**config.mk**
```make
export PLATFORM = sky130hd
export DESIGN_NAME = add_rstation
export DESIGN_NICKNAME = d
export VERILOG_FILES = /design/src/rtl/tomasulo_pkg.sv /design/src/rtl/rs_age_select.sv /design/src/rtl/add_rstation.sv
export SDC_FILE = /design/constraint.sdc
export NUM_CORES = 1
export LEC_CHECK = 0
export BUFFER_PORTS_ARGS = -buffer_cell sky130_fd_sc_hd__buf_2
export CAP_MARGIN = 20
export CORE_MARGIN = 1.5
export CORE_UTILIZATION = 35
export DETAILED_ROUTE_END_ITERATION = 10
export PLACE_DENSITY = 0.55
export SYNTH_ARGS = -nofsm -noshare
export SYNTH_HDL_FRONTEND = slang
export SYNTH_SLANG_ARGS = --single-unit
```
**constraint.sdc**
```tcl
create_clock -name clk1 -period 5.5 [get_ports clk1]
set_clock_uncertainty 0.1 [all_clocks]
set_input_delay 0.55 -clock clk1 [delete_from_list [all_inputs] [get_ports clk1]]
set_output_delay 0.55 -clock clk1 [all_outputs]
set_load 0.01 [all_outputs]
```
**src/rtl/tomasulo_pkg.sv**
```systemverilog
// Shared Tomasulo definitions: function codes, datapath widths and the
// reservation-station entry layout used by the add/sub station.
package tomasulo_pkg;

    localparam int DW    = 16;
    localparam int TW    = 3;
    localparam int AGE_W = 2;

    localparam logic [3:0] FUNC_ADD = 4'b0000;
    localparam logic [3:0] FUNC_SUB = 4'b0001;
    localparam logic [3:0] FUNC_MUL = 4'b0010;
    localparam logic [3:0] FUNC_DIV = 4'b0011;

    typedef struct packed {
        logic             busy;
        logic [3:0]       func;
        logic [TW-1:0]    dest;
        logic [DW-1:0]    vj;
        logic [DW-1:0]    vk;
        logic [TW-1:0]    qj;
        logic [TW-1:0]    qk;
        logic             qj_busy;
        logic             qk_busy;
        logic [AGE_W-1:0] age;
    } rs_entry_t;

    function automatic logic is_addsub_func(input logic [3:0] f);
        return (f == FUNC_ADD) || (f == FUNC_SUB);
    endfunction

endpackage

```
**src/rtl/rs_age_select.sv**
```systemverilog
// Oldest-ready picker: grants the ready entry with the smallest age.
// Purely combinational; ages of ready entries are assumed unique.
module rs_age_select
    import tomasulo_pkg::*;
#(
    parameter int N  = 3,
    parameter int AW = AGE_W,
    parameter int IW = (N > 1) ? $clog2(N) : 1
) (
    input  logic [N-1:0]         ready,
    input  logic [N-1:0][AW-1:0] age,
    output logic [N-1:0]         grant,
    output logic [IW-1:0]        sel_idx,
    output logic                 any_ready
);

    logic [AW-1:0] best_age;

    always_comb begin
        grant     = '0;
        sel_idx   = '0;
        any_ready = 1'b0;
        best_age  = '0;
        for (int i = 0; i < N; i++) begin
            if (ready[i] && (!any_ready || (age[i] < best_age))) begin
                any_ready  = 1'b1;
                best_age   = age[i];
                grant      = '0;
                grant[i]   = 1'b1;
                sel_idx    = IW'(i);
            end
        end
    end

endmodule

```
**src/rtl/add_rstation.sv**
```systemverilog
// Add/sub reservation station: allocates renamed instructions, captures CDB
// results, and offers the oldest fully-ready entry to the adder.
module add_rstation
    import tomasulo_pkg::*;
#(
    parameter int DEPTH = 3,
    parameter int DW    = 16,
    parameter int TW    = 3
) (
    input  logic                       clk1,
    input  logic                       rst,
    input  logic                       alloc_valid,
    output logic                       alloc_ready,
    input  logic [3:0]                 alloc_func,
    input  logic [TW-1:0]              alloc_dest,
    input  logic [DW-1:0]              alloc_vj,
    input  logic [DW-1:0]              alloc_vk,
    input  logic [TW-1:0]              alloc_qj,
    input  logic [TW-1:0]              alloc_qk,
    input  logic                       alloc_qj_busy,
    input  logic                       alloc_qk_busy,
    input  logic                       cdb_valid,
    input  logic [TW-1:0]              cdb_tag,
    input  logic [DW-1:0]              cdb_data,
    output logic                       disp_valid,
    input  logic                       disp_ready,
    output logic [3:0]                 disp_func,
    output logic [DW-1:0]              disp_a,
    output logic [DW-1:0]              disp_b,
    output logic [TW-1:0]              disp_dest,
    input  logic                       flush,
    output logic [$clog2(DEPTH+1)-1:0] occupancy
);

    localparam int OW = $clog2(DEPTH + 1);
    localparam int IW = (DEPTH > 1) ? $clog2(DEPTH) : 1;

    rs_entry_t [DEPTH-1:0]            entry_q, entry_d;
    logic [OW-1:0]                    occupancy_q, occupancy_d;
    logic [DEPTH-1:0]                 ready_vec, grant, free_oh;
    logic [DEPTH-1:0][AGE_W-1:0]      age_vec;
    logic [IW-1:0]                    sel_idx;
    logic                             any_ready, free_found;
    logic                             alloc_fire, disp_fire;
    logic [AGE_W-1:0]                 leave_age;
    rs_entry_t                        new_entry;

    always_comb begin
        ready_vec  = '0;
        age_vec    = '0;
        free_oh    = '0;
        free_found = 1'b0;
        for (int i = 0; i < DEPTH; i++) begin
            ready_vec[i] = entry_q[i].busy && !entry_q[i].qj_busy && !entry_q[i].qk_busy;
            age_vec[i]   = entry_q[i].age;
            if (!entry_q[i].busy && !free_found) begin
                free_oh[i] = 1'b1;
                free_found = 1'b1;
            end
        end
    end

    rs_age_select #(.N(DEPTH), .AW(AGE_W), .IW(IW)) u_select (
        .ready     (ready_vec),
        .age       (age_vec),
        .grant     (grant),
        .sel_idx   (sel_idx),
        .any_ready (any_ready)
    );

    // Outputs come only from registered state, so a fresh wakeup or
    // allocation never becomes visible in the same cycle.
    always_comb begin
        alloc_ready = (occupancy_q != OW'(DEPTH));
        disp_valid  = any_ready;
        disp_func   = any_ready ? entry_q[sel_idx].func : '0;
        disp_a      = any_ready ? entry_q[sel_idx].vj   : '0;
        disp_b      = any_ready ? entry_q[sel_idx].vk   : '0;
        disp_dest   = any_ready ? entry_q[sel_idx].dest : '0;
        leave_age   = entry_q[sel_idx].age;
        occupancy   = occupancy_q;
        disp_fire   = any_ready && disp_ready;
        alloc_fire  = alloc_valid && alloc_ready && is_addsub_func(alloc_func);
    end

    always_comb begin
        new_entry         = '0;
        new_entry.busy    = 1'b1;
        new_entry.func    = alloc_func;
        new_entry.dest    = alloc_dest;
        new_entry.vj      = alloc_vj;
        new_entry.vk      = alloc_vk;
        new_entry.qj      = alloc_qj;
        new_entry.qk      = alloc_qk;
        new_entry.qj_busy = alloc_qj_busy;
        new_entry.qk_busy = alloc_qk_busy;
        new_entry.age     = AGE_W'(occupancy_q - OW'(disp_fire));
        if (alloc_qj_busy && cdb_valid && (cdb_tag == alloc_qj)) begin
            new_entry.vj      = cdb_data;
            new_entry.qj_busy = 1'b0;
        end
        if (alloc_qk_busy && cdb_valid && (cdb_tag == alloc_qk)) begin
            new_entry.vk      = cdb_data;
            new_entry.qk_busy = 1'b0;
        end
    end

    always_comb begin
        entry_d = entry_q;
        for (int i = 0; i < DEPTH; i++) begin
            if (entry_q[i].busy) begin
                if (cdb_valid && entry_q[i].qj_busy && (entry_q[i].qj == cdb_tag)) begin
                    entry_d[i].vj      = cdb_data;
                    entry_d[i].qj_busy = 1'b0;
                end
                if (cdb_valid && entry_q[i].qk_busy && (entry_q[i].qk == cdb_tag)) begin
                    entry_d[i].vk      = cdb_data;
                    entry_d[i].qk_busy = 1'b0;
                end
                if (disp_fire && (entry_q[i].age > leave_age)) begin
                    entry_d[i].age = entry_q[i].age - AGE_W'(1);
                end
                if (disp_fire && grant[i]) begin
                    entry_d[i].busy = 1'b0;
                end
            end
            if (alloc_fire && free_oh[i]) begin
                entry_d[i] = new_entry;
            end
            if (flush) begin
                entry_d[i].busy = 1'b0;
            end
        end
        if (flush) begin
            occupancy_d = '0;
        end else begin
            occupancy_d = occupancy_q + OW'(alloc_fire) - OW'(disp_fire);
        end
    end

    always_ff @(posedge clk1 or posedge rst) begin
        if (rst) begin
            entry_q     <= '0;
            occupancy_q <= '0;
        end else begin
            entry_q     <= entry_d;
            occupancy_q <= occupancy_d;
        end
    end

endmodule
```
# Word level (Yosys, flattened, before mapping)
# Index checks and enable logic that the tools add are counted.
# word_totals
register_bits	152
out_inout_bits	43
input_bits	72
word_cells	185
# op_classes
n_mux	58
reduce_logical	74
add_sub_neg	6
eq_ne	10
n_lt_le_gt_ge	6
# ops
op	n
two-way mux 16 bit	10
two-way mux 50 bit	3
binary-select mux 50 bit (select 2 bit)	1
two-way mux 32 bit	3
two-way mux 49 bit	1
logical AND 1 bit	38
two-way mux 1 bit	26
equality test 3 bit	8
nonzero test 2 bit	12
AND reduction 2 bit	9
two-way mux 4 bit	4
two-way mux 2 bit	7
zero test 1 bit	11
two-way mux 3 bit	3
greater-than comparator 2 bit	3
subtractor 2 x 1 -> 2 bit, second input constant	3
equality test 4 x 1 -> 1 bit, second input constant	1
zero test 4 bit	1
less-than comparator 2 bit	2
subtractor 2 x 1 -> 2 bit	2
logical OR 1 bit	3
less-than comparator 2 x 3 -> 1 bit, second input constant	1
adder 2 x 1 -> 2 bit	1
!= test 2 bit, second input constant	1

# Depth between registers and ports, before layout
# Gate-level depths: netlist of run 1.
# depth
depth_word	20
ltp_mapped	25
ltp_nobuf	20

# Hierarchy
# From an unflattened synthesis of run 1, not the netlist that was laid out.
# hier_totals
hier_cells	837
area_unflattened_um2	8495.6
# modules_own_cells
module	cells_each	seq_area_each_um2	area_each_um2	n_inst
add_rstation	809	3803.6	8295.5	1
rs_age_select	28	0.0	200.2	1

# Worst setup path before layout of run 1
# Ideal clock, no wire load.
# synth_timing
kind	register to register
start	register entry_q[49] in the netlist's numbering
end	register entry_q, in the netlist age_vec[5]
required_time_ns	5.275
period_less_slack_ns	4.714
n_path_buf	5
path_stages_with_launch	25
arrival_ns	4.489
path_slack_ns	0.786
path_cell_list	dfrtp_1 nor3b_4 nand2_1 ha_1 a21oi_1 o21ai_1 buf_2 buf_2 nor2_1 a31oi_1 ha_1 nand3_1 o211ai_2 or2_1 buf_2 buf_2 clkbuf_1 o21ai_0 ha_1 nor2_1 nand2_1 nor2_1 xnor2_1 a21oi_1 mux2_2
# synth_via
elab_chain_cells	17
elab_cells_between_ends	34
classes_between	add/sub (1); order compare (3); mux (13); reduce/logical (17)
# synth_rtl
element	line	rtl
from (decl)	add_rstation.sv:38	rs_entry_t [DEPTH-1:0] entry_q, entry_d;
from (signal assigned)	add_rstation.sv:146	entry_q <= entry_d;
logical AND 1 bit (2 in series)	add_rstation.sv:54	ready_vec[i] = entry_q[i].busy && !entry_q[i].qj_busy && !entry_q[i].qk_busy;
two-way mux 2 bit / two-way mux 1 bit (equally long branches)	rs_age_select.sv:25	if (ready[i] && (!any_ready || (age[i] < best_age))) begin
less-than comparator 2 bit / zero test 1 bit (equally long branches)	rs_age_select.sv:25	
logical OR 1 bit	rs_age_select.sv:25	
logical AND 1 bit	rs_age_select.sv:25	
two-way mux 2 bit / two-way mux 1 bit (equally long branches)	rs_age_select.sv:25	
less-than comparator 2 bit / zero test 1 bit (equally long branches)	rs_age_select.sv:25	
logical OR 1 bit	rs_age_select.sv:25	
logical AND 1 bit	rs_age_select.sv:25	
two-way mux 2 bit	rs_age_select.sv:25	
binary-select mux 50 bit (select 2 bit)	add_rstation.sv:80	leave_age = entry_q[sel_idx].age;
two-way mux 49 bit (implied by the code)	add_rstation.sv:80	
greater-than comparator 2 bit	add_rstation.sv:120	if (disp_fire && (entry_q[i].age > leave_age)) begin
logical AND 1 bit	add_rstation.sv:120	
nonzero test 2 bit (no line)	n/a	
AND reduction 2 bit (no line)	n/a	
# Parallel ways exist; a longest one is shown, timed or not. The select of a mux whose other input is x is not followed.
# A chain may end at the register's enable or synchronous reset.

# Final worst setup path of run 1
# layout_timing
start	register entry_q[49] in the netlist's numbering
end	output port disp_b[11]
# layout_via
elab_chain_cells	14
elab_cells_between_ends	20
classes_between	order compare (2); mux (10); reduce/logical (8)
# layout_rtl
element	line	rtl
logical AND 1 bit * (2 in series)	add_rstation.sv:54	
two-way mux 2 bit / two-way mux 1 bit (equally long branches)	rs_age_select.sv:25	
less-than comparator 2 bit / zero test 1 bit (equally long branches)	rs_age_select.sv:25	
logical OR 1 bit	rs_age_select.sv:25	
logical AND 1 bit	rs_age_select.sv:25	
two-way mux 2 bit / two-way mux 1 bit (equally long branches)	rs_age_select.sv:25	
less-than comparator 2 bit / zero test 1 bit (equally long branches)	rs_age_select.sv:25	
logical OR 1 bit	rs_age_select.sv:25	
logical AND 1 bit	rs_age_select.sv:25	
two-way mux 2 bit	rs_age_select.sv:25	
binary-select mux 50 bit (select 2 bit)	add_rstation.sv:78	disp_b = any_ready ? entry_q[sel_idx].vk : '0;
two-way mux 49 bit	n/a	
two-way mux 16 bit *	add_rstation.sv:78	
to (decl)	add_rstation.sv:29	output logic [DW-1:0] disp_b,
# Every way passes the cells marked *; elsewhere a longest branch is shown, timed or not. The select of a mux whose other input is x is not followed.

==> impl_metrics.ini, run 1 <==
[status]
outcome = finished, final reports clean

[global_routing]
grt_max_degree = 106
met2_usage = 0.339
grt_pass1_vias = 6650
grt_use_total = 0.207
overflow = 0
antenna_found_initial = 1
grt_pass1_wl_um = 37700
met1_usage = 0.278
met3_usage = 0.0338
grt_busiest_layer = met2

[clock_network]
cts_tree = done
h-tree-depth = 4
clk_pin_slew_ns = 0.06
clkLatencyLatePin_ns = 0.42
cts_buffers = 17
cts.sinks = 152
clockBufferDepth = 2
root_buffer = clkbuf_16

[synthesis]
yosys_warnings = 0
syn_inst = 863
synth_top_area_cell = dfrtp_1
synth_seq_cells = 152
ys_types = 46
synth_area_um2 = 7840
dominantRegCellSynth = dfrtp_1
synth_top_area_share = 0.485
async_flop_share = 1.00
synth-edff-count = 0
syn_nets = 943
synthTopCellsByArea = dfrtp_1 49%, nor2_1 12%, o22ai_1 7.8%
seq_area_frac_synth = 0.485
syn_avg_cell_area_um2 = 9.08

[floorplanning]
die_h_um = 153
io_pins = 115
initial_core_util = 0.358
die_area_um2 = 23300
design.core.area_um2 = 21900
die-width_um = 153
rows = 54

[detailed_routing]
wire_per_inst_um = 19.1
dr_total_vias = 6697
dr.pass1.iters = 5
postRouteAntennaNets = 0
drt_iter0_markers = 508
routed_wl_um = 23800
vias_per_cell = 5.38
drc = 0

[sta]
rsz0062_at_grt = no
max_clock_freq_ghz = 0.202
maxSlewViolCount = 0
setup_slack_ns = 0.545
fin_tns_setup_ns = 0
period_needed_ns = 4.96
slew_headroom = 0.335
timing.final.hold_violations = 0
setup_violations = 0
worst_slew_pin_slew_ns = 0.997
fin_crit_sh = 0.901
timing.hold.ws_ns = 0.219

[cells_and_area]
design_area_um2 = 9270
diodes = 0
syn2layout_area_growth_pct = 18.3
nets = 1032
drive_above_1_share = 0.196

[critical_path]
end_kind = output pin
crit_slowest_cell = dfrtp_1
critPathKind = reg2out
required_ns = 4.85
startpoint_type = flop
cp_slowest_stage_delay_ns = 0.46
worst_ep_arrival_time_ns = 4.31
worstPathCellList = nor3b_4, nand2_1, ha_1, a21oi_1, o21ai_4, nor2_1, a31oi_1, ha_1, nand3_1, o211ai_2, or2_4, buf_6, buf_4, nor2_1, a211oi_1, buf_2
path_max_fanout = 63

[min_path]
hp-class = in2async

[flow_run]
drv_cap = 0

[power]
p_leak_nw = 4.91
ir_worst_vdd_uv = 194
power-per-cell-area_nw_per_um2 = 318

[placement]
finalWeightedCongestion = 0.767
port_buffers = 114
placed_cell_area_um2 = 8630
hpwlAfterDp_um = 15500
preCtsSetupSlack_ns = 0.674
-- registers in the layout, indices dropped and copies added (netlist names) --
register / cells
entry_q: 144
age_vec: 6
occupancy: 2
-- metrics by stage --
stage | util | power [W] | instances
2_1_floorplan | - | 0.00156 | 863
3_3_place_gp | 0.394 | 0.00170 | 1211
3_5_place_dp | 0.394 | 0.00170 | 1211
4_1_cts | 0.423 | 0.00297 | 1242
5_1_grt | 0.424 | 0.00307 | 1244
6_report | 0.424 | 0.00295 | 1244
-- cells by family (layout without fill, tap and decap cells) --
| logic type | count (synthesis) | in the layout | synth area share |
|---|---|---|---|
| xor gates and xnor gates | 28 | 28 | 0.0313 |
| buffers and inverters | 72 | 173 | 0.0372 |
| DFF | 152 | 152 | 0.485 |
| and+or+nand+nor | 357 | 357 | 0.194 |
| adders and majority gates | 8 | 8 | 0.0128 |
| muxes | 63 | 63 | 0.0838 |
| AOI/OAI and AO/OA | 183 | 183 | 0.156 |
-- worst max-delay path, delay by kind of cell (launching register included) --
family | cells | cell delay (ns)
and+or+nand+nor | 6 | 0.97
buffers and inverters | 3 | 0.95
AOI/OAI and AO/OA | 5 | 0.88
adders and majority gates | 2 | 0.63
DFF | 1 | 0.46
-- synth_stat cells, drive strengths merged (5+ instances only) --
master    n
ha        8
or4       5
inv      15
mux2     21
nor2    250
o21ai    13
nor3      6
o22ai    98
xor2     23
dfrtp   152
nand2b    5
nand2    45
buf      19
a211oi   41
and2      9
xnor2     5
o21a      7
a21oi     9
nand3    16
mux2i    42
clkbuf   38
-- routing by layer --
layer / vias up / routed length (µm)
met1: 3293 / 11200
met4: 2 / 418
met2: 159 / 11300
met5: - / 11
li1: 3216 / -
met3: 27 / 804
-- area by class of cell --
cell class / count / area, µm²
Clock inverter: 10 / 166
Multi-Input combinational cell: 639 / 3760
Sequential cell: 152 / 3800
Fill cell: 2189 / 12600
Tap cell: 280 / 350
Inverter: 15 / 61.3
Clock buffer: 21 / 460
Timing Repair Buffer: 127 / 672
-- path summary, 6_finish.rpt --
path	cells after the start	slack [ns]	endpoint	from
setup / recovery	16	0.54	disp_b[11]	entry_q[49]$_DFF_PP0_
hold / removal	2	0.22	entry_q[57]$_DFFE_PP0P_	rst
setup reg to reg	19	1.10	age_vec[5]$_DFFE_PP0P_	entry_q[49]$_DFF_PP0_
hold reg to reg	2	0.38	entry_q[42]$_DFFE_PP0P_	entry_q[42]$_DFFE_PP0P_
max in group asynchronous	3	3.88	entry_q[142]$_DFFE_PP0P_	rst
min in group clk1	2	0.25	occupancy[1]$_DFF_PP0_	flush
-- power by group --
group	internal, W	total [W]	switching, W
clock network	0.000785	0.00127	0.000482
logic	0.000153	0.000362	0.000210
registers	0.00124	0.00132	0.0000793
total	0.00218	0.00295	0.000771
-- what timing repair did --
action / CTS / global route
hold buffers: 0 / 0
buffers inserted: 0 / 2
setup endpoints to repair: 0 / 9
resized for setup: 0 / 1
-- placed cells by master, fill, tap and decap left out, types with 2 or more instances in the layout --
cell and count:
or4_1 5, a21oi_1 9, or3_1 2, nor4_1 3, buf_2 114, o21ai_0 12, clkbuf_1 2, nor3_1 5
dfrtp_1 152, or2_2 3, nand4_1 3, o22ai_1 98, nor2_1 250, mux2_2 21, a21o_1 2, clkbuf_16 17
xnor2_1 5, clkinvlp_4 2, bufinv_16 4, buf_4 12, and2_1 9, o21a_1 7, nor3b_4 2, inv_1 14
nand3_1 16, a211oi_1 41, ha_1 8, nor2b_1 2, nand2_1 45, xor2_1 23, nand2b_1 5, o2111ai_1 2
mux2i_1 42, o211ai_1 2, inv_6 3, a31oi_1 2, clkbuf_8 2
Power figures use the tool's default switching activity.
==> run 2, diff against run 1 <==
--- a/config.mk
+++ b/config.mk
@@ -11,6 +11,7 @@
 export CORE_UTILIZATION = 35
 export DETAILED_ROUTE_END_ITERATION = 10
 export PLACE_DENSITY = 0.55
+export REMOVE_ABC_BUFFERS = 1
 export SYNTH_ARGS = -nofsm -noshare
 export SYNTH_HDL_FRONTEND = slang
 export SYNTH_SLANG_ARGS = --single-unit
==> run 2 against run 1 <==
  * Worst setup slack got worse by 0.017 ns
  * Clock power decreased by 9%
  * Cell count increased by 0.40%
  * Sequential power about the same
  * Critical path depth unchanged
  * Clock-buffer cell count unchanged
==> impl_metrics.ini, run 2 (synthesis gave the netlist of run 1 again) <==
[cells_and_area]
regMostFlops = entry_q
largest_reg_flops = 144
utilization = 0.423
syn2layout_area_growth_pct = 18.1
seqCellArea_um2 = 3800
final_common_cell = nor2_1
nets = 1036
final_cell_mix = 250 x nor2_1, 152 x dfrtp_1, 114 x buf_2
diodes = 0
multiInputGateArea_um2 = 3770
nFillCells = 2207
drive_above_1_share = 0.200

[clock_network]
h-tree-depth = 4
clockBufferDepth = 2
holdBufCountCts = 0
cts_tree = done
cts.sinks = 152
clkLatencyLatePin_ns = 0.42
cts_buffers = 17
clk_pin_slew_ns = 0.06
root_buffer = clkbuf_16

[placement]
hpwlAfterDp_um = 15600
finalWeightedCongestion = 0.818
port_buffers = 114

[critical_path]
cp_slowest_stage_delay_ns = 0.46
required_ns = 4.85
startpoint_type = flop
worstPathCellList = nor3b_4, nand2_1, ha_1, a21oi_1, o21ai_4, buf_4, nor2_1, a31oi_1, ha_1, nand3_1, o211ai_2, or2_4, buf_6, nor2_1, a211oi_1, buf_2
critPathKind = reg2out
critPathBufInv = 3
end_kind = output pin
critPathTopFamily = compound AO/OA/AOI/OAI gates
crit_slowest_cell = dfrtp_1
path_max_fanout = 32
worst_ep_arrival_time_ns = 4.32

[sta]
fin_crit_sh = 0.904
worst_slew_pin_slew_ns = 0.821
setup_violations = 0
timing.hold.ws_ns = 0.154
maxSlewViolCount = 0
slew_headroom = 0.451
max_clock_freq_ghz = 0.201
rsz0062_at_grt = no
timing.final.hold_violations = 0
period_needed_ns = 4.97

[floorplanning]
rows = 54
die-width_um = 153
io_pins = 115
initial_core_util = 0.358
die_area_um2 = 23300
design.core.area_um2 = 21900
die_h_um = 153

[power]
finalPower_w = 0.00285
power-per-cell-area_nw_per_um2 = 308
p_leak_nw = 4.92
ir_worst_vdd_uv = 185

[detailed_routing]
postRouteAntennaNets = 0
wire_per_inst_um = 19.2
drt_iter0_markers = 539
dr_total_vias = 6825
drc = 0
routed_wl_um = 23900
vias_per_cell = 5.46
dr.pass1.iters = 7

[global_routing]
met3_usage = 0.0353
grt_max_degree = 77
antenna_found_initial = 0
met1_usage = 0.292
grt_busiest_layer = met2
overflow = 0
grt_pass1_vias = 6864
grt_use_total = 0.210
met2_usage = 0.334
grt_pass1_wl_um = 38500

[status]
outcome = finished, final reports clean

[min_path]
hp-class = in2async

[flow_run]
drv_cap = 0
-- run 2: path summary, 6_finish.rpt --
path / startpoint / end / slack, ns / cells past startpoint
worst min register to register: entry_q[44]$_DFFE_PP0P_ / entry_q[44]$_DFFE_PP0P_ / 0.38 / 2
worst max register to register: entry_q[49]$_DFF_PP0_ / age_vec[5]$_DFFE_PP0P_ / 0.90 / 20
max in group asynchronous: rst / entry_q[138]$_DFFE_PP0P_ / 4.03 / 3
worst min-delay path: rst / entry_q[42]$_DFFE_PP0P_ / 0.15 / 2
min in group clk1: alloc_func[0] / entry_q[45]$_DFFE_PP0P_ / 0.25 / 3
worst max-delay path: entry_q[49]$_DFF_PP0_ / disp_b[10] / 0.53 / 16
-- run 2: what timing repair did --
action,4_1_cts,5_1_grt
setup endpoints to repair,0,4
buffers inserted,0,3
gates resized for setup,0,1
-- run 2: final cells by class --
type	instances	area share
Sequential cell	152	0.411
Multi-Input combinational cell	640	0.407
Timing Repair Buffer	130	0.0750
Clock buffer	21	0.0497
Tap cell	280	0.0378
Clock inverter	11	0.0130
Inverter	15	0.00662
-- run 2: stage by stage --
| step | cell area (µm²) | TNS (ns) | setup WS [ns] | instances |
|---|---|---|---|---|
| after floorplan | 7600 | -97.65 | -2.74 | 806 |
| after global placement | 8640 | 0 | 0.774 | 1213 |
| after detailed placement | 8640 | 0 | 0.735 | 1213 |
| after CTS | 9220 | 0 | 0.299 | 1245 |
| after global routing | 9260 | 0 | 0.166 | 1249 |
| final | 9260 | 0 | 0.528 | 1249 |
-- run 2: report_power, final --
group	total (W)	switching, W	internal, W
Sequential	0.00132	0.0000810	0.00124
Clock	0.00116	0.000472	0.000692
Combinational	0.000364	0.000211	0.000153
Total	0.00285	0.000764	0.00209
-- run 2: routing by layer --
metal	routed length, µm	share of wire
met1	11100	0.47
met2	11200	0.47
met3	1180	0.049
met4	414	0.017
met5	0	0
==> run 3, diff against run 2 <==
--- a/config.mk
+++ b/config.mk
@@ -8,10 +8,11 @@
 export BUFFER_PORTS_ARGS = -buffer_cell sky130_fd_sc_hd__buf_2
 export CAP_MARGIN = 20
 export CORE_MARGIN = 1.5
-export CORE_UTILIZATION = 35
+export CORE_UTILIZATION = 58
 export DETAILED_ROUTE_END_ITERATION = 10
-export PLACE_DENSITY = 0.55
+export PLACE_DENSITY = 0.83
 export REMOVE_ABC_BUFFERS = 1
+export SETUP_SLACK_MARGIN = 0.4
 export SYNTH_ARGS = -nofsm -noshare
 export SYNTH_HDL_FRONTEND = slang
 export SYNTH_SLANG_ARGS = --single-unit
==> run 3 against run 2 <==
  * Largest cell class unchanged
  * Highest routed layer unchanged
  * Via count increased by 3.3%
  * Largest power group unchanged
  * Total power increased by 3.2%
  * Die area decreased by 39%
  * Non-clock buffer count decreased by 4
  * Fmax increased by 3.9%
  * Global-route usage increased by 10 points
  * Critical path depth decreased by 1
==> impl_metrics.ini, run 3 (synthesis gave the netlist of run 1 again) <==
[sta]
maxSlewViolCount = 0
timing.final.hold_violations = 0
timing.hold.ws_ns = 0.243
worst_slew_pin_slew_ns = 0.842
period_needed_ns = 4.79
setup_violations = 0
fin_crit_sh = 0.870
slew_headroom = 0.439
max_clock_freq_ghz = 0.209
rsz0062_at_grt = no

[floorplanning]
die-width_um = 119
initial_core_util = 0.594
die_h_um = 119
design.core.area_um2 = 13200
die_area_um2 = 14200
rows = 42
io_pins = 115

[power]
ir_worst_vdd_uv = 218
p_int_w = 0.00218
power-per-cell-area_nw_per_um2 = 321
clkPwrFrac = 0.424
power_switching_w = 0.000760
p_seq_frac = 0.451
finalPower_w = 0.00294
p_comb_frac = 0.125
swShare = 0.258
p_leak_nw = 4.91

[detailed_routing]
drc = 0
routed_wl_um = 21600
wire_per_inst_um = 18.9
drt_iter0_markers = 691
postRouteAntennaNets = 0
dr_total_vias = 7053
dr.pass1.iters = 5
vias_per_cell = 6.19

[cells_and_area]
largest_reg_flops = 144
instances_no_fill = 1140
final_common_cell = nor2_1
nets = 1031
regMostFlops = entry_q
drive_above_1_share = 0.194
diodes = 0
final_cell_mix = 250 x nor2_1, 152 x dfrtp_1, 114 x buf_2
syn2layout_area_growth_pct = 16.8

[critical_path]
path_max_fanout = 59
rr_endpoint = age_vec[5]$_DFFE_PP0P_
crit_slowest_cell = buf_4
startpoint_type = flop
end_kind = output pin
cp_slowest_stage_delay_ns = 0.50
worstPathCellList = nor3b_4, nand2_1, ha_1, a21oi_1, o21ai_4, nor2_1, a31oi_1, ha_1, nand3_1, o211ai_2, or2_2, buf_4, nor2_1, a211oi_1, buf_2
critPathKind = reg2out
worst_ep_arrival_time_ns = 4.14
timing.rr.start = entry_q[49]$_DFF_PP0_
worst-r2r-cell-count = 18
regToRegSetupSlack_ns = 1.09
required_ns = 4.85

[global_routing]
grt_busiest_layer = met2
met1_usage = 0.418
grt_max_degree = 118
overflow = 0
grt_pass1_vias = 6966
met3_usage = 0.0666
grt_pass1_wl_um = 34900
antenna_found_initial = 0
met2_usage = 0.510
grt_use_total = 0.315

[clock_network]
cts_resized = 0
root_buffer = clkbuf_16
clockBufferDepth = 2
clkLatencyLatePin_ns = 0.43
cts_buffers = 17
clk_pin_slew_ns = 0.06
holdBufCountCts = 0
cts_tree = done
post-cts-setup-buffers = 0
cts.sinks = 152
h-tree-depth = 4

[min_path]
holdPathStages = 3
hp-start = alloc_dest[0]
hp-class = in2reg
min_to = entry_q[42]$_DFFE_PP0P_

[flow_run]
drv_cap = 0

[placement]
hpwlAfterDp_um = 13500
finalWeightedCongestion = 0.856
post-place-cells = 1106
port_buffers = 114

[status]
outcome = finished, final reports clean
-- run 3: final cells by class --
class                   instances  area [µm²]
clock inverters                10         166
clock buffers                  22         464
flip-flops and latches        152        3800
well taps                     176         220
repair buffers                126         683
inverters                      15        61.3
multi-input cells             639        3760
fillers                      1026        4030
-- run 3: power by group through the flow --
stage	registers, W	logic (W)	clock network (W)
floorplan	0.00132	0.000237	0
global placement	0.00134	0.000345	0
detailed placement	0.00134	0.000358	0
CTS	0.00132	0.000363	0.00125
global route	0.00134	0.000410	0.00131
finish	0.00133	0.000367	0.00125
-- run 3: how the worst max path moves through the flow --
stage	from	end	slack, ns	cells past startpoint
after floorplan	entry_q[49]$_DFF_PP0_	age_vec[5]$_DFFE_PP0P_	-2.74	18
after global placement	entry_q[49]$_DFF_PP0_	age_vec[5]$_DFFE_PP0P_	1.33	19
after detailed placement	entry_q[49]$_DFF_PP0_	age_vec[5]$_DFFE_PP0P_	1.17	18
after CTS	entry_q[49]$_DFF_PP0_	disp_a[1]	0.75	15
after global routing	entry_q[49]$_DFF_PP0_	disp_a[1]	0.41	15
final	entry_q[49]$_DFF_PP0_	disp_a[1]	0.71	15
-- run 3: critical path: cells and delay by family (launching register included) --
| kind | cells | cell delay (ns) |
|---|---|---|
| compound gates | 5 | 0.92 |
| fa+ha+maj | 2 | 0.62 |
| simple gates | 6 | 0.99 |
| buf+inv | 2 | 0.70 |
| flops | 1 | 0.46 |
-- run 3: routing by layer --
layer	part of all wire	up-vias
li1	-	3205
met1	0.41	3441
met2	0.49	356
met3	0.083	51
met4	0.024	0
met5	0	-
-- run 3: metrics by stage --
| stage | setup TNS (ns) | utilization | setup slack [ns] | instance area (µm²) |
|---|---|---|---|---|
| final | 0 | 0.694 | 0.714 | 9160 |
| after global routing | 0 | 0.694 | 0.411 | 9160 |
| after CTS | 0 | 0.691 | 0.751 | 9120 |
| after detailed placement | 0 | 0.644 | 1.17 | 8490 |
| after global placement | 0 | 0.644 | 1.33 | 8490 |
| after floorplan | -97.65 | - | -2.74 | 7600 |
